===== config.mk =====
export PLATFORM = sky130hd
export DESIGN_NAME = alu_multicycle_flat
export DESIGN_NICKNAME = d
export VERILOG_FILES = /design/src/rtl/alu_multicycle_if.sv /design/src/rtl/alu_multicycle.sv /design/src/flat_wrapper.sv
export SDC_FILE = /design/constraint.sdc
export NUM_CORES = 1
export LEC_CHECK = 0
export CORE_MARGIN = 4
export CORE_UTILIZATION = 40
export CTS_CLUSTER_DIAMETER = 150
export DETAILED_ROUTE_END_ITERATION = 7
export GPL_TIMING_DRIVEN = 1
export PLACE_DENSITY_LB_ADDON = 0.2
export SKIP_LAST_GASP = 1
export SLEW_MARGIN = 20
export SYNTH_ARGS = -nofsm -noshare
export SYNTH_HDL_FRONTEND = slang
export SYNTH_SLANG_ARGS = --single-unit

===== constraint.sdc =====
create_clock -name clk -period 9.6 [get_ports clk]
set_clock_uncertainty 0.05 [all_clocks]
set_input_delay 1.92 -clock clk [delete_from_list [all_inputs] [get_ports clk]]
set_output_delay 1.92 -clock clk [all_outputs]
set_load 0.02 [all_outputs]

===== src/rtl/alu_multicycle_if.sv =====
// Start/done handshake and operand/result bundle between the controller and the
// multi-cycle ALU.
interface alu_multicycle_if #(
    parameter int unsigned DW = 32
);
    logic          start;
    logic [3:0]    op;
    logic [DW-1:0] src1;
    logic [DW-1:0] src2;
    logic          ready;
    logic          busy;
    logic          done;
    logic [DW:0]   result;
    logic [4:0]    psr;
    logic          op_err;

    modport master (
        output start, op, src1, src2,
        input  ready, busy, done, result, psr, op_err
    );

    modport slave (
        input  start, op, src1, src2,
        output ready, busy, done, result, psr, op_err
    );
endinterface


===== src/rtl/alu_multicycle.sv =====
// Multi-cycle ALU: ADD/CMP finish in one cycle, MUL/SHF/ROT iterate one bit per cycle.
// Result and PSR flags are registered together in the cycle the operation completes.
module alu_multicycle #(
    parameter int unsigned DW  = 32,
    parameter int unsigned SHW = 5
) (
    input logic            clk,
    input logic            reset,
    alu_multicycle_if.slave bus
);
    localparam logic [3:0] OpAdd = 4'b0100;
    localparam logic [3:0] OpMul = 4'b0101;
    localparam logic [3:0] OpCmp = 4'b0110;
    localparam logic [3:0] OpShf = 4'b0111;
    localparam logic [3:0] OpRot = 4'b1000;

    typedef enum logic [1:0] {StIdle, StRun, StDone} state_e;

    state_e          state_q, state_d;
    logic [3:0]      op_q, op_d;
    logic [DW:0]     mcand_q, mcand_d;
    logic [DW:0]     acc_q, acc_d;
    logic [DW-1:0]   b_q, b_d;
    logic            right_q, right_d;
    logic            cout_q, cout_d;
    logic [SHW-1:0]  cnt_q, cnt_d;
    logic [DW:0]     result_q, result_d;
    logic [4:0]      psr_q, psr_d;
    logic            op_err_q, op_err_d;

    logic            load_res;
    logic [DW:0]     res_new;
    logic            e_new;
    logic            n_new, z_new;
    logic [SHW-1:0]  amt;

    assign amt = bus.src1[SHW-1:0];

    always_ff @(posedge clk or posedge reset) begin
        if (reset) begin
            state_q  <= StIdle;
            op_q     <= '0;
            mcand_q  <= '0;
            acc_q    <= '0;
            b_q      <= '0;
            right_q  <= 1'b0;
            cout_q   <= 1'b0;
            cnt_q    <= '0;
            result_q <= '0;
            psr_q    <= '0;
            op_err_q <= 1'b0;
        end else begin
            state_q  <= state_d;
            op_q     <= op_d;
            mcand_q  <= mcand_d;
            acc_q    <= acc_d;
            b_q      <= b_d;
            right_q  <= right_d;
            cout_q   <= cout_d;
            cnt_q    <= cnt_d;
            result_q <= result_d;
            psr_q    <= psr_d;
            op_err_q <= op_err_d;
        end
    end

    always_comb begin
        state_d  = state_q;
        op_d     = op_q;
        mcand_d  = mcand_q;
        acc_d    = acc_q;
        b_d      = b_q;
        right_d  = right_q;
        cout_d   = cout_q;
        cnt_d    = cnt_q;
        op_err_d = 1'b0;
        load_res = 1'b0;
        res_new  = '0;
        e_new    = 1'b0;

        unique case (state_q)
            StIdle: begin
                if (bus.start) begin
                    op_d    = bus.op;
                    b_d     = bus.src2;
                    mcand_d = {1'b0, bus.src1};
                    acc_d   = '0;
                    right_d = bus.src1[SHW];
                    cout_d  = 1'b0;
                    state_d = StDone;
                    case (bus.op)
                        OpAdd: begin
                            res_new  = {1'b0, bus.src1} + {1'b0, bus.src2};
                            load_res = 1'b1;
                        end
                        OpCmp: begin
                            res_new  = {1'b0, bus.src1} - {1'b0, bus.src2};
                            e_new    = (bus.src1 == bus.src2);
                            load_res = 1'b1;
                        end
                        OpMul: begin
                            cnt_d   = SHW'(DW - 1);
                            state_d = StRun;
                        end
                        OpShf, OpRot: begin
                            if (amt == '0) begin
                                res_new  = {1'b0, bus.src2};
                                load_res = 1'b1;
                            end else begin
                                cnt_d   = amt - 1'b1;
                                state_d = StRun;
                            end
                        end
                        default: op_err_d = 1'b1;
                    endcase
                end
            end
            StRun: begin
                case (op_q)
                    OpMul: begin
                        acc_d   = acc_q + (b_q[0] ? mcand_q : '0);
                        mcand_d = mcand_q << 1;
                        b_d     = b_q >> 1;
                    end
                    OpShf: begin
                        if (right_q) begin
                            cout_d = b_q[0];
                            b_d    = b_q >> 1;
                        end else begin
                            cout_d = b_q[DW-1];
                            b_d    = b_q << 1;
                        end
                    end
                    OpRot:   b_d = {b_q[DW-2:0], b_q[DW-1]};
                    default: ;
                endcase
                // The final step's values are what get registered as the result.
                if (cnt_q == '0) begin
                    state_d  = StDone;
                    load_res = 1'b1;
                    res_new  = (op_q == OpMul) ? acc_d : {cout_d, b_d};
                end else begin
                    cnt_d = cnt_q - 1'b1;
                end
            end
            StDone:  state_d = StIdle;
            default: state_d = StIdle;
        endcase
    end

    assign n_new = res_new[DW-1];
    assign z_new = (res_new[DW-1:0] == '0);

    always_comb begin
        result_d = result_q;
        psr_d    = psr_q;
        if (load_res) begin
            result_d = res_new;
            psr_d    = {n_new, z_new, !n_new && !z_new, e_new, res_new[DW]};
        end
    end

    assign bus.ready  = (state_q == StIdle);
    assign bus.busy   = (state_q != StIdle);
    assign bus.done   = (state_q == StDone);
    assign bus.result = result_q;
    assign bus.psr    = psr_q;
    assign bus.op_err = op_err_q;
endmodule

===== src/flat_wrapper.sv =====
// flat-port wrapper written by rule: the top's interface ports become plain ports
module alu_multicycle_flat 
#(
    parameter int unsigned DW  = 32,
    parameter int unsigned SHW = 5
)
  (clk, reset, bus_start, bus_op, bus_src1, bus_src2, bus_ready, bus_busy, bus_done, bus_result, bus_psr, bus_op_err);
  alu_multicycle_if #(.DW(DW)) bus_i ();
  input logic clk;
  input logic reset;
  input wire logic [$bits(bus_i.start)-1:0] bus_start;
  input wire logic [$bits(bus_i.op)-1:0] bus_op;
  input wire logic [$bits(bus_i.src1)-1:0] bus_src1;
  input wire logic [$bits(bus_i.src2)-1:0] bus_src2;
  output wire logic [$bits(bus_i.ready)-1:0] bus_ready;
  output wire logic [$bits(bus_i.busy)-1:0] bus_busy;
  output wire logic [$bits(bus_i.done)-1:0] bus_done;
  output wire logic [$bits(bus_i.result)-1:0] bus_result;
  output wire logic [$bits(bus_i.psr)-1:0] bus_psr;
  output wire logic [$bits(bus_i.op_err)-1:0] bus_op_err;
  assign bus_i.start = bus_start;
  assign bus_i.op = bus_op;
  assign bus_i.src1 = bus_src1;
  assign bus_i.src2 = bus_src2;
  assign bus_ready = bus_i.ready;
  assign bus_busy = bus_i.busy;
  assign bus_done = bus_i.done;
  assign bus_result = bus_i.result;
  assign bus_psr = bus_i.psr;
  assign bus_op_err = bus_i.op_err;
  alu_multicycle #(.DW(DW), .SHW(SHW)) u_core (.clk(clk), .reset(reset), .bus(bus_i));
endmodule

Word level (Yosys, flattened, before mapping)
Cells that the tools add are included. Widths: inputs -> output; s select.

Reductions and logical operators: 17. Mux-type cells: 42. Add/sub/neg operators: 5. Equal/unequal tests: 17.

Operators with widths (count): $mux 33 (8); $pmux 33 s2 (3); $pmux 33 s3 (1); $mux 32 (3); $pmux 32 s3 (1); $pmux 32 s2 (1); $add 32x32->33 (1); $add 33x33->33 (1); $sub 32x32->33 (1); $eq 32x32->1 (1); $logic_not 32->1 (1); $eq 4x3->1 const B (6); $pmux 5 s2 (2); $mux 5 (3); $mux 1 (12); $logic_not 5->1 (2); $sub 5x1->5 const B (2); $eq 4x4->1 const B (2); $pmux 2 s2 (2); $mux 2 (3); $pmux 1 s2 (3); $reduce_and 2->1 (3); $reduce_and 5->1 (1); $reduce_or 5->1 (1); 12 further kinds (17).

Input port bits: 71. Word-level logic and storage cells: 92. Output and inout port bits: 42. Bits in registers: 150.

Longest topological paths before layout
Gate-level depths: netlist of run 1.

Depth after elaboration: 9. Mapped depth: 18. Gate-level depth less buffers: 16.

Least setup slack after synthesis of run 1
Ideal clock, no wire load.

Kind: input-to-reg. Start point: input bus_src2[2]. End point: register u_core.psr_q[2], in the netlist u_core.bus.psr[2]. Path slack: 4.410 ns. Cell stages on the path: 15. Required time: 9.429 ns. Library setup time: 0.121 ns. Path buffers: 1. Arrival: 5.019 ns. Cells stage by stage: inv_1 ha_1 buf_6 nor3b_2 o31ai_2 a2111o_1 a31oi_4 o21ai_2 o21ai_2 nor4_1 a311o_1 or4b_1 nor4_2 nand4b_1 a22o_1.

Word-level cells in the longest chain between the ends: 7. Elaborated cells between the ends (all ways): 10. Classes of those cells: add/sub (2); mux (4); reduce/logical (4).

RTL lines: start: declaration (RTL line flat_wrapper.sv:14) `input wire logic [$bits(bus_i.src2)-1:0] bus_src2;`; $sub 32x32->33, or another cell as far along (RTL line alu_multicycle.sv:97) `res_new = {1'b0, bus.src1} - {1'b0, bus.src2};`; $pmux 33 s3 * (RTL line alu_multicycle.sv:91) `case (bus.op)`; $mux 33 * (RTL line alu_multicycle.sv:83) `if (bus.start) begin`; $pmux 33 s2 * (RTL line alu_multicycle.sv:81) `unique case (state_q)`; $logic_not 32->1 (RTL line alu_multicycle.sv:152) `assign z_new = (res_new[DW-1:0] == '0);`; $logic_not 1->1 (RTL line alu_multicycle.sv:159) `psr_d = {n_new, z_new, !n_new && !z_new, e_new, res_new[DW]};`; $logic_and 1x1->1 * (RTL line alu_multicycle.sv:159); end signal: assignment (RTL line alu_multicycle.sv:62) `psr_q <= psr_d;`; end: declaration (RTL line alu_multicycle.sv:28) `logic [4:0] psr_q, psr_d;`.

Mark *: on every way between the ends. The rest lies on a longest branch, timed or not. A chain may end at the register's enable or synchronous reset.

Worst setup path in the final report of run 1
Start point: input bus_src1[4]. End point: register u_core.psr_q[2], in the netlist u_core.bus.psr[2].

Word-level cells in the longest chain between the ends: 8. Elaborated cells between the ends (all ways): 15. Classes of those cells: add/sub (2); mux (8); reduce/logical (5).

RTL lines: start: declaration (RTL line flat_wrapper.sv:13) `input wire logic [$bits(bus_i.src1)-1:0] bus_src1;`; parallel branches: the longest is 8 deep, another holds $sub 32x32->33.

Parallel ways; which one is timed is not known.

==> summary.md, run 1 <==
| Metric | Value |
|---|---|
| Register area share after synthesis | 25.8% |
| Post-synthesis simple-gate area fraction | 21.7% |
| Slew Limit Fails | 0 |
| Post-CTS Setup Bufs | 0 |
| Arrival time worst endpoint | 6.75 ns |
| GPL Wtd Cong | 1.03 |
| Initial Util | 40.5% |
| Final Setup Violations | 0 |
| Most used DFF post-synth | dfrtp_1 |
| # hold bufs at CTS | 0 |
| Synth Warn # | 0 |
| Routed wire length | 62.1 mm |
| Die area | 39000 um^2 |
| Final hold viol count | 0 |
| FF+latch count, synth | 148 |
| Diode count | 0 |
| Synth Area in Compound Gates | 30.6% |
| Clock period minus worst slack | 6.47 ns |
| Slew @ Worst Pin | 1.06 ns |
| CP max FO | 9 |
| Lkg Pwr | 6.93 nW |
| # DRC | 0 |
| Resized Gates After CTS | 0 |
| Cell variety after synth | 91 |
| Cell Chain, Critical Path | clkdlybuf4s50_1 -> ha_1 -> nor2_1 -> a2111oi_0 -> nor2_1 -> o21ai_1 -> nand2_1 -> xnor2_1 -> a22oi_1 -> o21ai_0 -> nand3b_1 -> nor4_1 -> nand4b_1 -> a22o_1 |
| Synth Cell Area | 14400 um^2 |
| GR Overflow Total | 0 |
| Pin count of the biggest net entering global routing | 101 |
| CP Class | primary input to flip-flop |
| M2 GR Usage | 45.7% |
| H-tree lvl count | 4 |
| Drt pass-1 iters | 6 |
| CP delay by family, top | compound AO/OA/AOI/OAI gates |
| Most frequent cell after synthesis | nand2_1 |
| Port bufs | 112 |
| Syn Nets | 2078 |
| Ys async rst share | 100% |
| Mux share of post-synthesis cell area | 2.82% |
| Skew-Pair Late Insertion Delay | 0.45 ns |
| CTS tree | built |
| Maximum VDD drop | 0.000132 V |
| Vias per cell | 6.39 |
| Fin crit share | 67.4% |
| Core ar. | 35500 um^2 |
| Vias in the first global route | 14700 |
| Num ports | 113 |
| CTS buffer count | 17 |
| Share of cells above drive strength 1 | 5.28% |
| Synth Area in Adders | 9.04% |
| Avg Inst Size Synth | 7.54 um^2 |
| Xor/xnor share of the synthesized area | 4.27% |
| RSZ-0062 raised after global routing | no |
| Most used cell, CP | nor2_1 |
| Via Count | 15400 |
| Die H | 197 um |
| Num Clock Sinks | 148 |
| Buffer and inverter count on the worst path | 1 |
| Relative slew slack | 27.5% |
| Layer with the highest usage | met1 |
| Worst-path clk slew | 0.06 ns |
| DR iter-0 viols | 1782 |
| Max Cap Viol | 0 |
| Fmax | 0.155 GHz |
| Post-synth EDFFs | 0 |
| Commonest cells post-synth | nand2_1, o21ai_0, a21oi_1, dfrtp_1, nor2_1 |
| Routed wire per std cell | 25.8 um |
| Pwr dens | 220 nW/um^2 |
| Synth area leader | dfrtp_1 |
| Combinational family with the most area after synthesis | compound AO/OA/AOI/OAI gates |
| Global-route usage over all layers | 31.1% |
| Global-route wire length before repair | 92.8 mm |
| Yosys top cell area share | 25.8% |
| Cell row count | 69 |
| Detailed Place HPWL | 48.1 mm |
| WP data required | 9.88 ns |
| GR Util met3 | 5.54% |
| Final Cell Area | 16400 um^2 |
| Critical Path Sink Type | flip-flop |
| Crit path max-delay cell type | a2111oi_0 |
| P&R area growth vs syn | 14.3% |
| Largest stage delay, worst path | 0.96 ns |
| Initial antenna violation count | 0 |
| Area after DPL | 15800 um^2 |
| ANT nets after route | 0 |
| Status | finished clean |
| Setup TNS | 0 ns |
| Root buf cell | clkbuf_16 |
| Worst Hold Class | flip-flop to flip-flop |
| Post-Synthesis Cells | 1905 |
| CTS max path bufs | 2 |
| Worst Setup Start Kind | primary input |
| Final nets | 2111 |
| Die width | 197 um |
| Synth top area cells | dfrtp_1, ha_1, nand2_1, o21ai_0, a21oi_1 |
| Met1 global-route usage | 46.4% |
## final timing paths
check	to	start	slack, ns	cells after the start
worst min register to register	u_core.bus.result[23]$_DFFE_PP0P_	u_core.bus.result[23]$_DFFE_PP0P_	0.44	2
min in group asynchronous	u_core.bus.op_err$_DFF_PP0_	reset	1.97	2
max in group asynchronous	u_core.b_q[25]$_DFFE_PP0P_	reset	6.34	3
worst max register to register	u_core.bus.psr[2]$_DFFE_PP0P_	u_core.b_q[0]$_DFFE_PP0P_	4.45	15
worst max-delay path	u_core.bus.psr[2]$_DFFE_PP0P_	bus_src1[4]	3.13	14
worst min-delay path	u_core.bus.result[23]$_DFFE_PP0P_	u_core.bus.result[23]$_DFFE_PP0P_	0.44	2
## layout by cell type (no fill, tap or decap), types with 13 or more instances in the layout
| cell type | instances |
|---|---|
| ha_1 | 99 |
| a221oi_1 | 16 |
| a211oi_1 | 18 |
| xnor2_1 | 57 |
| o211ai_1 | 24 |
| nand2b_1 | 13 |
| buf_4 | 30 |
| clkdlybuf4s50_1 | 112 |
| o22ai_1 | 21 |
| mux2i_1 | 36 |
| dfrtp_1 | 147 |
| a21o_1 | 32 |
| a21oi_1 | 156 |
| o21bai_1 | 15 |
| nor2_1 | 122 |
| o21ai_0 | 160 |
| nand4_1 | 19 |
| nor4_1 | 14 |
| o21ai_1 | 19 |
| nand2_1 | 275 |
| a22o_1 | 17 |
| a31oi_1 | 23 |
| a22oi_1 | 42 |
| inv_1 | 79 |
| nor2b_1 | 19 |
| nand3_1 | 61 |
| clkbuf_16 | 17 |
| nor3_1 | 36 |
| o31ai_1 | 20 |
| xor2_1 | 13 |
| and2_1 | 41 |
## metrics by stage
step                      total power [W]  setup WS (ns)  hold WS [ns]  instances  utilization, %
after global routing              0.00380           2.94         0.449       2411            46.2
after floorplan                   0.00218           3.65         0.400       1905               -
after global placement            0.00283           2.84         0.408       2380            44.6
after CTS                         0.00355           3.29         0.433       2411            46.2
final                             0.00360           3.13         0.435       2411            46.2
after detailed placement          0.00284           2.83         0.415       2380            44.6
## final cells by class
cell class | instances | area, um^2
fill | 3516 | 19100
clock inverter | 13 | 160
multi-input combinational | 1543 | 9860
sequential | 148 | 3700
timing repair buffer | 142 | 1350
tap | 461 | 577
clock buffer | 18 | 429
inverter | 86 | 330
## power breakdown
group	total [W]	switching, W	internal, W
clock network	0.000711	0.000304	0.000407
logic	0.00179	0.00113	0.000663
registers	0.00110	0.000263	0.000841
total	0.00360	0.00169	0.00191
## sequential cells by signal, indices dropped and copies added (netlist names)
signal / cells
u_core.bus.op_err: 1
u_core.state_q: 2
u_core.bus.psr: 4
u_core.b_q: 32
u_core.op_q: 4
u_core.bus.result: 32
u_core.mcand_q: 33
u_core.cnt_q: 5
u_core.right_q: 1
u_core.cout_q: 1
u_core.acc_q: 33
## cell families after synthesis
family                   after synthesis
AND/OR/NAND/NOR                      660
buffers and inverters                214
AO/OA/AOI/OAI                        671
flip-flops                           148
adder cells (fa/ha/maj)              102
multiplexers                          40
XOR/XNOR                              70
## worst register-to-register path: stages, from the launching register on
cell       delay [ns]
dfrtp_1          0.52
buf_4            0.30
and2_1           0.17
ha_1             0.35
and2_1           0.29
nand3_1          0.11
a2111oi_1        0.71
o21ai_0          0.27
and3_1           0.25
o21ai_0          0.45
o2111ai_1        0.26
nor4_1           0.22
nand3b_1         0.11
nor4_1           0.53
nand4b_1         0.19
a22o_1           0.23
## routing by layer
metal,vias to the layer above,share of wire [%]
met1,7404,45
met3,107,9.5
met2,856,42
met5,-,0
met4,0,2.9
li1,7035,-
No activity file was read; power rests on OpenSTA's default activity.
==> inputs of run 2 (changes only) <==
Clock period 9.6 ns to 6.5 ns, I/O delays scaled along.
==> summary.md, run 2 (synthesized netlist as in run 1, its figures left out) <==
| Metric | Value |
|---|---|
| ANT nets after route | 0 (unchanged) |
| Status | finished with violations |
| Clock period minus worst slack | 5.75 ns |
| Die width | 197 um (unchanged) |
| Global-route wire length before repair | 92.2 mm (-0.65%) |
| Final Setup Violations | 0 (unchanged) |
| Fin util | 46.6% (+0.38 points) |
| Failing checks | DRC |
| Num ports | 113 (unchanged) |
| Crit path max-delay cell type | clkdlybuf4s50_1 |
| Port bufs | 112 (unchanged) |
| Resized Gates After CTS | 0 (unchanged) |
| Met1 global-route usage | 45.0% (-1.4 points) |
| Critical Path Sink Type | flip-flop |
| CTS max path bufs | 2 (unchanged) |
| GR Overflow Total | 0 (unchanged) |
| DR iter-0 viols | 1843 (+3.4%) |
| Biggest regs | u_core.acc_q: 33 flops, u_core.mcand_q: 33 flops |
| Relative slew slack | 38.4% (+11 points) |
| Die area | 39000 um^2 (unchanged) |
| Cell row count | 69 (unchanged) |
| Worst Setup Start Kind | primary input |
| Share of cells above drive strength 1 | 5.81% (+0.53 points) |
| Initial antenna violation count | 0 (unchanged) |
| M2 GR Usage | 44.6% (-1.1 points) |
| P&R area growth vs syn | 15.2% |
| Worst hold slack | 0.433 ns (-0.00192 ns) |
| Vias per cell | 6.39 (about the same) |
| CTS tree | built |
| Pwr dens | 325 nW/um^2 (+48%) |
| Final nets | 2122 (+0.52%) |
| Diode count | 0 (unchanged) |
| Slew Limit Fails | 0 (unchanged) |
| Post-CTS Setup Bufs | 0 (unchanged) |
| Core ar. | 35500 um^2 (unchanged) |
| # hold bufs at CTS | 0 (unchanged) |
| Drt pass-1 iters | 8 (+2) |
| Cell Chain, Critical Path | clkdlybuf4s50_1 -> ha_1 -> a21oi_1 -> o21ai_1 -> a21oi_1 -> o21ai_1 -> xnor2_1 -> a221oi_1 -> o21ai_0 -> or4_1 -> nor4_1 -> nand4b_1 -> a22o_1 |
| # DRC | 1 (+1) |
| Root buf cell | clkbuf_16 |
| WP data required | 6.77 ns (-3.11 ns) |
| H-tree lvl count | 4 (unchanged) |
| Routed wire length | 61.5 mm (-0.98%) |
| # fillers | 3513 (-0.085%) |
| Num Clock Sinks | 148 (unchanged) |
| Skew-Pair Late Insertion Delay | 0.44 ns (about the same) |
| Slew @ Worst Pin | 0.924 ns (-0.136 ns) |
| Detailed Place HPWL | 48.1 mm (+0.13%) |
| Fin crit share | 88.4% |
| Die H | 197 um (unchanged) |
| Worst Hold Class | flip-flop to flip-flop |
| Setup TNS | 0 ns (unchanged) |
| Most frequent cells in the layout | nand2_1, o21ai_0, a21oi_1 |
| Initial Util | 40.5% (unchanged) |
| Pin count of the biggest net entering global routing | 96 (-5.0%) |
| Most common cell after layout, fill and taps aside | nand2_1 |
| Fmax | 0.174 GHz |
| CTS buffer count | 17 (unchanged) |
| CP Class | primary input to flip-flop |
| Largest stage delay, worst path | 0.63 ns (-0.33 ns) |
| Via Count | 15500 (+0.53%) |
| RSZ-0062 raised after global routing | no |
| CP max FO | 14 (+5) |
| Global-route usage over all layers | 30.8% (-0.30 points) |
| Routed wire per std cell | 25.4 um (-1.5%) |
| Setup WS post-layout | 0.754 ns (-2.37 ns) |
| Arrival time worst endpoint | 6.02 ns (-0.73 ns) |
| Lkg Pwr | 7.02 nW (+1.2%) |
| Vias in the first global route | 14600 (-0.22%) |
| Final hold viol count | 0 (unchanged) |
| Pre-CTS setup slack | 0.404 ns (-2.43 ns) |
| Layer with the highest usage | met1 |
| Max Cap Viol | 0 (unchanged) |
| Maximum VDD drop | 0.000203 V (+55%) |
| R2r setup slk | 1.39 ns (-3.06 ns) |
| GR Util met3 | 7.44% (+1.9 points) |
| Worst-path clk slew | 0.06 ns (about the same) |
| GPL Wtd Cong | 0.996 (-3.6%) |
-- run 2: power by group --
| part | internal (W) | switching, W |
|---|---|---|
| clock network | 0.000692 | 0.000409 |
| logic | 0.000983 | 0.00166 |
| registers | 0.00124 | 0.000391 |
| total | 0.00292 | 0.00246 |
-- run 2: critical path, delay by kind of cell --
kind            cells  cell delay [ns]
buf+inv             1             0.63
simple gates        3             1.14
fa+ha+maj           1             0.62
xor+xnor            1             0.19
compound gates      7             2.13
-- run 2: stage by stage --
stage                     power [W]  cell area (um^2)  instances
after detailed placement    0.00420             15900       2391
after global placement      0.00419             15900       2391
after global routing        0.00568             16500       2423
after floorplan             0.00321             14400       1905
final                       0.00538             16500       2423
after CTS                   0.00531             16500       2423
-- run 2: path summary, 6_finish.rpt --
kind | from | end | cells past startpoint
worst max-delay path | bus_src1[5] | u_core.bus.psr[2]$_DFFE_PP0P_ | 13
worst min-delay path | u_core.bus.result[2]$_DFFE_PP0P_ | u_core.bus.result[2]$_DFFE_PP0P_ | 1
worst max register to register | u_core.b_q[0]$_DFFE_PP0P_ | u_core.bus.psr[2]$_DFFE_PP0P_ | 14
worst min register to register | u_core.bus.result[2]$_DFFE_PP0P_ | u_core.bus.result[2]$_DFFE_PP0P_ | 1
max in group asynchronous | reset | u_core.b_q[28]$_DFFE_PP0P_ | 3
min in group asynchronous | reset | u_core.mcand_q[1]$_DFFE_PP0P_ | 2
-- run 2: cell type report --
type	count	area, um^2	area share [%]
Timing Repair Buffer	153	1430	8.64
Multi-Input combinational cell	1543	9860	59.6
Tap cell	461	577	3.49
Clock buffer	23	498	3.01
Sequential cell	148	3700	22.4
Clock inverter	9	148	0.892
Inverter	86	328	1.98
-- run 2: per-layer routing --
metal / part of all wire [%] / vias to the layer above
met5: 0 / -
met4: 3.2 / 0
met3: 10 / 113
met2: 42 / 843
met1: 45 / 7474
li1: - / 7053
